==> src/rtl/vecmax_pkg.sv <==
// Shared types for the vecmax subtract/serialise stage: FSM state encoding and index sizing.
package vecmax_pkg;

  typedef enum logic [1:0] {
    IDLE,
    WAITMAX,
    EMIT
  } state_t;

  // Index runs 1..COLS, so it needs enough bits to hold COLS itself.
  function automatic int idx_w(input int cols);
    return $clog2(cols + 1);
  endfunction

endpackage

==> src/rtl/vecmax_sub_ser_sat_sub.sv <==
// Signed a-b at WIDTH+1 bits, reduced to WIDTH bits.
// VECMAX_SUB_SAT_EN defined: clamp to -2^(WIDTH-1); undefined: two's-complement wrap.
module sat_sub #(
  parameter int WIDTH = 16
) (
  input  logic signed [WIDTH-1:0] i_a,
  input  logic signed [WIDTH-1:0] i_b,
  output logic signed [WIDTH-1:0] o_y
);

`ifdef VECMAX_SUB_SAT_EN
  logic [WIDTH:0]   w_diff;
  logic [WIDTH-1:0] w_min;

  assign w_diff = {i_a[WIDTH-1], i_a} - {i_b[WIDTH-1], i_b};
  assign w_min  = {1'b1, {(WIDTH-1){1'b0}}};
  // Negative and the top two bits disagree: below the representable minimum.
  assign o_y    = (w_diff[WIDTH] && !w_diff[WIDTH-1]) ? w_min : w_diff[WIDTH-1:0];
`else
  // The low WIDTH bits of the extended difference equal the plain WIDTH-bit difference.
  assign o_y = i_a - i_b;
`endif

endmodule

==> src/rtl/vecmax_sub_ser.sv <==
// Captures a vector alongside vecmax, takes the registered max one cycle later and
// streams a[i]-max one element per beat. Optional saturation: VECMAX_SUB_SAT_EN.
module vecmax_sub_ser
  import vecmax_pkg::*;
#(
  parameter int COLS  = 4,
  parameter int WIDTH = 16
) (
  input  logic                     clk,
  input  logic                     reset,
  input  logic                     in_valid,
  output logic                     in_ready,
  input  logic [COLS*WIDTH-1:0]    in_vec,
  input  logic [WIDTH-1:0]         max_in,
  output logic                     out_valid,
  input  logic                     out_ready,
  output logic [WIDTH-1:0]         out_data,
  output logic [idx_w(COLS)-1:0]   out_idx,
  output logic                     out_last
);

  localparam int            IW   = idx_w(COLS);
  localparam logic [IW-1:0] ONE  = IW'(1);
  localparam logic [IW-1:0] LAST = IW'(COLS);

  state_t           r_state;
  logic [WIDTH-1:0] r_vec [1:COLS];
  logic [WIDTH-1:0] r_max;

  logic [IW-1:0]    w_nxt_idx;
  logic [IW-1:0]    w_sel_idx;
  logic [WIDTH-1:0] w_sel_max;
  logic [WIDTH-1:0] w_diff;

  // The subtractor always prepares the beat that will be loaded at the next edge.
  assign w_nxt_idx = out_idx + ONE;
  assign w_sel_idx = (r_state == EMIT && out_idx != LAST) ? w_nxt_idx : ONE;
  assign w_sel_max = (r_state == WAITMAX) ? max_in : r_max;

  sat_sub #(.WIDTH(WIDTH)) u_sub (
    .i_a (r_vec[w_sel_idx]),
    .i_b (w_sel_max),
    .o_y (w_diff)
  );

  always_ff @(posedge clk or posedge reset) begin
    if (reset) begin
      r_state   <= IDLE;
      in_ready  <= 1'b1;
      out_valid <= 1'b0;
      out_last  <= 1'b0;
      out_idx   <= ONE;
      out_data  <= '0;
      r_max     <= '0;
      for (int i = 1; i <= COLS; i++) r_vec[i] <= '0;
    end else begin
      case (r_state)
        IDLE: begin
          if (in_valid) begin
            for (int i = 1; i <= COLS; i++) r_vec[i] <= in_vec[i*WIDTH-1 -: WIDTH];
            in_ready <= 1'b0;
            r_state  <= WAITMAX;
          end
        end
        WAITMAX: begin
          r_max     <= max_in;
          out_idx   <= ONE;
          out_data  <= w_diff;
          out_last  <= (LAST == ONE);
          out_valid <= 1'b1;
          r_state   <= EMIT;
        end
        EMIT: begin
          if (out_ready) begin
            if (out_idx == LAST) begin
              out_valid <= 1'b0;
              out_last  <= 1'b0;
              out_idx   <= ONE;
              in_ready  <= 1'b1;
              r_state   <= IDLE;
            end else begin
              out_idx  <= w_nxt_idx;
              out_data <= w_diff;
              out_last <= (w_nxt_idx == LAST);
            end
          end
        end
        default: r_state <= IDLE;
      endcase
    end
  end

endmodule

==> config.mk <==
export PLATFORM = sky130hd
export DESIGN_NAME = vecmax_sub_ser
export DESIGN_NICKNAME = d
export VERILOG_FILES = /design/src/rtl/vecmax_pkg.sv /design/src/rtl/vecmax_sub_ser_sat_sub.sv /design/src/rtl/vecmax_sub_ser.sv
export SDC_FILE = /design/constraint.sdc
export NUM_CORES = 1
export LEC_CHECK = 0
export ABC_AREA = 1
export CORE_MARGIN = 2
export CORE_UTILIZATION = 52
export CTS_CLUSTER_DIAMETER = 150
export DETAILED_ROUTE_END_ITERATION = 10
export GPL_TIMING_DRIVEN = 0
export PLACE_DENSITY = 0.79
export SLEW_MARGIN = 25
export SYNTH_ARGS = -nofsm -noshare
export SYNTH_HDL_FRONTEND = slang
export SYNTH_SLANG_ARGS = --single-unit
==> constraint.sdc <==
create_clock -name clk -period 4.5 [get_ports clk]
set_clock_uncertainty 0.1 [all_clocks]
set_input_delay 0.9 -clock clk [delete_from_list [all_inputs] [get_ports clk]]
set_output_delay 0.9 -clock clk [all_outputs]
set_load 0.03 [all_outputs]
==> qor.yml, run 1 <==
status: "complete, no violations"
clkSinkCount: 104
setup_viol: 0
area_delta_synth_final_pct: 28.1
yosysTopAreaCellShare_pct: 47.9
fin_setup_tns_ns: 0
hold_path.class: "flop to flop"
ctsHtreeMaxLevel: 3
grt_pass1_vias: 4831
totalWireLength_mm: 14.5
port_buffers: 105
synth_fp_nets: 771
grt_pass1_wl_mm: 23.9
pin_count: 106
antenna_left: 0
fp.dieW_um: 105
cts.path.max_buffers: 2
root_buffer: "clkbuf_8"
critPathMaxFanout: 10
fmax_ghz: 0.240
ys_types: 39
path_clk_slew_ns: 0.11
reg2reg_slack_ns: 0.34
post-route-drc-count: 0
drt_iter0_drc: 347
layout_common_cells: "nand2_1 (213), clkdlybuf4s50_1 (105), dfrtp_1 (102), o21ai_0 (75), inv_1 (62)"
synth_ff_type: "dfrtp_1"
start_util_pct: 54.0
synth_edf_count: 0
synth.avg_cell_area_um2: 7.97
syn-cell-area_um2: 5320
clk_latency_ns: 0.37
wl_per_cell_um: 15.7
ys_seq_elements: 104
r2r-end: "out_data[15]$_DFFE_PP0P_"
die_y_um: 105
tightestPinTransition_ns: 0.592
layout_commonest_cell: "nand2_1"
yosysTopAreaCell: "dfrtp_1"
finish.utilization_pct: 69.1
synth_area_leaders: "dfrtp_1 (48%), nand2_1 (15%), o21ai_0 (7.1%)"
synthArstFlopShare_pct: 100
n_antenna_cell: 0
coreArea_um2: 9860
overflow: 0
cts_hold_buf: 0
yosysSeqAreaShare_pct: 48.9
synthCells: 668
track_usage_pct: 27.6
crit_type: "flop to flop"
end_kind: "flop"
r2r_cells: 18
cts_tree: "done"
rr_startpoint: "out_idx[0]$_DFFE_PP1P_"
finalMaxSlewViolations: 0
vias: 4940
dpl.hpwl_mm: 11.2
cts_resized: 0
hold_viol: 0
via_per_inst: 5.35
setup.worst_path.start_class: "flop"
layout-drive-gt1-share_pct: 7.97
cts_buffers: 9
cp-startpoint: "out_idx[0]$_DFFE_PP1P_"
layout.nets: 888
slew_headroom_pct: 60.5
grt_antenna_before_repair: 0
worstPathArrival_ns: 4.34
worstPathRequired_ns: 4.68
first_pass_iters: 5
timing.critical_path.to: "out_data[15]$_DFFE_PP0P_"
dieArea_um2: 11100
synth_warnings: 0
cts_setup_buffers: 0
place.gp.congestion: 0.898
drv_cap: 0
final.period_utilization_pct: 92.5
min_period_ns: 4.16
grt_max_degree: 59
rows: 36
==> critical path, cell delays in order, from the launching register on <==
cell	delay [ns]
dfstp_2	0.57
buf_2	0.20
inv_1	0.18
ha_1	0.43
nand2_1	0.16
nor2_4	0.07
inv_2	0.06
clkbuf_1	0.41
a31oi_1	0.15
o21ai_0	0.38
ha_1	0.38
a21oi_1	0.18
nand2_1	0.14
nand2_1	0.10
nand2_1	0.12
a21oi_1	0.19
nand3_1	0.10
nand3_1	0.10
nand2_1	0.05
==> area by class of cell <==
type	instances	area [um2]
Inverter	73	279
Multi-Input combinational cell	467	2370
Clock inverter	7	88.8
Tap cell	133	166
Sequential cell	104	2610
Buffer	24	108
Clock buffer	9	124
Fill cell	768	3050
Timing Repair Buffer	106	1080
==> cells in the mapped netlist, types with 3 or more instances <==
master	number
nand2_1	213
dfrtp_1	102
o21ai_0	76
inv_1	63
nor2_1	28
nand3_1	27
a21oi_1	22
ha_1	18
or2_2	16
clkbuf_1	15
inv_2	10
o21ai_1	10
a31oi_1	9
nor3_1	8
o32ai_1	7
buf_2	6
nand4_1	3
o31ai_1	3
xnor2_1	3
xor2_1	3
==> per-stage QoR <==
stage	instances	setup WS, ns	hold WS [ns]	cell area [um2]
6_report	923	0.338	0.389	6820
5_1_grt	923	-0.0181	0.408	6820
4_1_cts	923	0.140	0.386	6790
3_5_place_dp	907	0.178	0.357	6570
3_3_place_gp	906	-0.643	0.360	6540
2_1_floorplan	668	0.771	0.340	5320
==> sequential cells by signal, indices dropped and copies added (netlist names) <==
signal,cells
out_data,16
r_state,2
out_valid,1
out_idx,3
r_vec,64
in_ready,1
r_max,16
out_last,1
==> cell families after synthesis <==
logic type | Yosys count | synth area share [%]
fa+ha+maj | 19 | 4.61
xor+xnor | 6 | 0.987
flops | 104 | 48.9
compound gates | 137 | 14.4
buf+inv | 97 | 7.12
simple gates | 305 | 23.9
==> metal layers <==
layer | up-vias | share of wire (%) | track usage (%)
met5 | - | 0 | 0
met4 | 0 | 1.6 | 7.81
met3 | 20 | 5.6 | 2.99
met2 | 201 | 49 | 47.0
met1 | 2316 | 43 | 37.3
li1 | 2403 | - | -
==> worst min path at each step <==
| stage | from | end | cells after the start |
|---|---|---|---|
| after floorplan | r_vec[31]$_DFFE_PP0P_ | r_vec[31]$_DFFE_PP0P_ | 2 |
| after global placement | r_vec[31]$_DFFE_PP0P_ | r_vec[31]$_DFFE_PP0P_ | 2 |
| after detailed placement | r_vec[31]$_DFFE_PP0P_ | r_vec[31]$_DFFE_PP0P_ | 2 |
| after CTS | r_vec[31]$_DFFE_PP0P_ | r_vec[31]$_DFFE_PP0P_ | 2 |
| after global routing | r_vec[31]$_DFFE_PP0P_ | r_vec[31]$_DFFE_PP0P_ | 2 |
| final | r_vec[31]$_DFFE_PP0P_ | r_vec[31]$_DFFE_PP0P_ | 2 |
Power of run 1 is not shown: default switching activity piles up to over one toggle a cycle in this logic, so the estimate is an artifact.
==> run 2, diff against run 1 <==
--- a/config.mk
+++ b/config.mk
@@ -5,13 +5,13 @@
 export SDC_FILE = /design/constraint.sdc
 export NUM_CORES = 1
 export LEC_CHECK = 0
-export ABC_AREA = 1
+export ABC_AREA = 0
 export CORE_MARGIN = 2
 export CORE_UTILIZATION = 52
 export CTS_CLUSTER_DIAMETER = 150
 export DETAILED_ROUTE_END_ITERATION = 10
 export GPL_TIMING_DRIVEN = 0
-export PLACE_DENSITY = 0.79
+export PLACE_DENSITY = 0.8
 export SLEW_MARGIN = 25
 export SYNTH_ARGS = -nofsm -noshare
 export SYNTH_HDL_FRONTEND = slang
==> qor.yml, run 2 <==
r2r_cells: 16  # -2
fmax_ghz: 0.237  # -1.3%
met3_usage_pct: 4.07  # +1.1 points
die_y_um: 104  # -1.2%
cts_tree: "done"
reg2reg_slack_ns: 0.28  # -0.06 ns
whs_path_depth: 2  # unchanged
dpl.hpwl_mm: 9.30  # -17%
track_usage_pct: 23.1  # -4.4 points
cts_buffers: 9  # unchanged
synth_edf_count: 0  # unchanged
synth.avg_cell_area_um2: 11.1  # +39%
power_density_nw_per_um2: 864
path_clk_slew_ns: 0.10  # about the same
final.period_utilization_pct: 93.7  # +1.2 points
synth_common_cells: "dfrtp_1 (102), mux2_2 (65), nor2_1 (40)"
synth_area_leaders: "dfrtp_1 (49%), mux2_2 (14%), ha_1 (4.3%)"
clkSinkCount: 104  # unchanged
first_pass_iters: 5  # unchanged
dieArea_um2: 10800  # -2.3%
final_cell_area_um2: 6740  # -1.2%
top_regs: "r_vec (64), out_data (16), r_max (16)"
yosysTopAreaCellShare_pct: 49.1  # +1.2 points
nFillCells: 745  # -3.0%
place.gp.congestion: 0.874  # -2.7%
regMostFlops: "r_vec"
yosysSeqAreaShare_pct: 50.1  # +1.2 points
ys_types: 50  # +28%
rows: 36  # unchanged
grt_max_degree: 74  # +25%
syn-cell-area_um2: 5190  # -2.4%
vdd_drop_max_v: 0.000356
critPathMaxStageDelay_ns: 0.62  # +0.05 ns
start_util_pct: 53.4  # -0.58 points
synth_ff_type: "dfrtp_1"
n_antenna_cell: 0  # unchanged
root_buffer: "clkbuf_8"
synthArstFlopShare_pct: 100  # unchanged
met1_usage_pct: 30.3  # -7.0 points
crit_type: "flop to flop"
grt_use_met2_pct: 38.1  # -8.9 points
worstPathRequired_ns: 4.68  # about the same
r2r-end: "out_data[9]$_DFFE_PP0P_"
worstPathCellList: "inv_4 > clkbuf_2 > ha_2 > nand2_2 > nand2_2 > nor4_4 > clkbuf_4 > nand2_1 > o21ai_0 > ha_1 > nor2b_1 > o31ai_1 > a21boi_2 > o21a_1 > o21a_1 > o31ai_1"
cts_hold_buf: 0  # unchanged
grt_pass1_vias: 3955  # -18%
wl_per_cell_um: 16.6  # +5.7%
grt_antenna_before_repair: 0  # unchanged
setup.worst_path.start_class: "flop"
multi_input_comb_area_um2: 2480  # +4.6%
synth_fp_nets: 573  # -26%
grt_pass1_wl_mm: 19.9  # -17%
min_period_ns: 4.22  # +0.0552 ns
clk_latency_ns: 0.37  # about the same
critPathMaxFanout: 10  # unchanged
layout_commonest_cell: "clkdlybuf4s50_1"
p_total_mw: 5.82
hold_viol: 0  # unchanged
layout.nets: 694  # -22%
area.sequential_um2: 2610  # unchanged
ctsHtreeMaxLevel: 3  # unchanged
overflow: 0  # unchanged
hp-start: "out_data[1]$_DFFE_PP0P_"
slowest_stage: "dfstp_2"
hold_end: "out_data[1]$_DFFE_PP0P_"
rr_startpoint: "out_idx[0]$_DFFE_PP1P_"
coreArea_um2: 9730  # -1.4%
worstPathArrival_ns: 4.40  # +0.06 ns
finalMaxSlewViolations: 0  # unchanged
postPlaceCellArea_um2: 6440  # -2.0%
slew_headroom_pct: 51.9  # -8.7 points
layout-drive-gt1-share_pct: 18.3  # +10 points
largest_reg_flops: 64  # unchanged
area_delta_synth_final_pct: 29.6
synth_warnings: 0  # unchanged
rsz0062_at_grt: "no"
layout_common_cells: "clkdlybuf4s50_1 (105), dfrtp_1 (102), mux2_2 (65), nor2_1 (40), nand2_1 (37)"
tightestPinTransition_ns: 0.722  # +0.130 ns
p_leak_nw: 2.87
synthCells: 470  # -30%
antenna_left: 0  # unchanged
end_kind: "flop"
cts.path.max_buffers: 2  # unchanged
ys_seq_elements: 104  # unchanged
drv_cap: 0  # unchanged
via_per_inst: 5.40  # +0.96%
status: "complete, no violations"
setup_viol: 0  # unchanged
vias: 3939  # -20%
drt_iter0_drc: 169  # -51%
yosysTopAreaCell: "dfrtp_1"
post-route-drc-count: 0  # unchanged
top_usage_layer: "met2"
fp.dieW_um: 104  # -1.2%
port_buffers: 105  # unchanged
totalWireLength_mm: 12.1  # -17%
hold_path.class: "flop to flop"
yosysMostFrequentCell: "dfrtp_1"
pin_count: 106  # unchanged
## run 2: cell count changes after synthesis, moves of 8 or more
cell and change:
nand2_1 -176, mux2_2 +65, o21ai_0 -50, inv_1 -40, nand3_1 -24, mux2i_1 +22, or2_2 -16, nor2_1 +12
inv_2 -10, a31oi_1 -8, o2bb2ai_1 +8
## run 2: stage by stage
| stage | hold slack (ns) | util [%] | cells | setup slack, ns | setup TNS, ns |
|---|---|---|---|---|---|
| global placement | 0.350 | 65.9 | 708 | -0.615 | -64.24 |
| global route | 0.409 | 69.2 | 729 | 0.0191 | 0 |
| detailed placement | 0.357 | 66.2 | 709 | -0.409 | -2.85 |
| finish | 0.375 | 69.2 | 729 | 0.282 | 0 |
| CTS | 0.379 | 68.7 | 725 | 0.0236 | 0 |
| floorplan | 0.353 | - | 470 | 0.356 | 0 |
## run 2: what timing repair did
item | in CTS | in global routing
buffers inserted | 0 | 4
pin swaps | 0 | 1
resized for setup | 9 | 10
endpoints found under the setup margin | 10 | 9
## run 2: worst max path at each step
stage	start	end	slack, ns	depth (start not counted)
after floorplan	out_idx[0]$_DFFE_PP1P_	out_data[12]$_DFFE_PP0P_	0.36	17
after global placement	reset	r_max[10]$_DFF_PP0_	-0.62	2
after detailed placement	out_idx[0]$_DFFE_PP1P_	out_data[12]$_DFFE_PP0P_	-0.41	16
after CTS	out_idx[0]$_DFFE_PP1P_	out_data[12]$_DFFE_PP0P_	0.02	17
after global routing	out_idx[0]$_DFFE_PP1P_	out_data[7]$_DFFE_PP0P_	0.02	16
final	out_idx[0]$_DFFE_PP1P_	out_data[9]$_DFFE_PP0P_	0.28	16
## run 2: cell families after synthesis
kind of cell	synth area share (%)
compound gates	13.8
fa+ha+maj	4.72
mux	18.3
flops	50.1
buf+inv	2.99
xor+xnor	1.35
simple gates	8.67
## run 2: area by class of cell
class                           count  area share (%)
Sequential cell                   104            38.7
Clock buffer                       11            2.25
Clock inverter                      5           0.817
Inverter                           24            1.45
Timing Repair Buffer              110            16.5
Multi-Input combinational cell    325            36.8
Tap cell                          133            2.47
Buffer                             17            1.10
## run 2: critical path: cells and delay by family, from the launching register on
family,cells,cell delay [ns]
AOI/OAI and AO/OA,6,1.35
buffers and inverters,3,0.60
adders and majority gates,2,0.57
DFF,1,0.62
and+or+nand+nor,5,0.88
## run 2: per-layer routing
metal	wire (um)	vias to the layer above
met4	301	0
li1	-	1920
met2	5850	103
met3	482	23
met1	5490	1893
met5	0	-
## run 2: power breakdown
| group | internal, mW | total [mW] | switching (mW) |
|---|---|---|---|
| registers | 1.42 | 1.68 | 0.266 |
| logic | 1.58 | 3.53 | 1.95 |
| clock network | 0.286 | 0.604 | 0.318 |
| total | 3.29 | 5.82 | 2.53 |
Power figures use the tool's default switching activity.
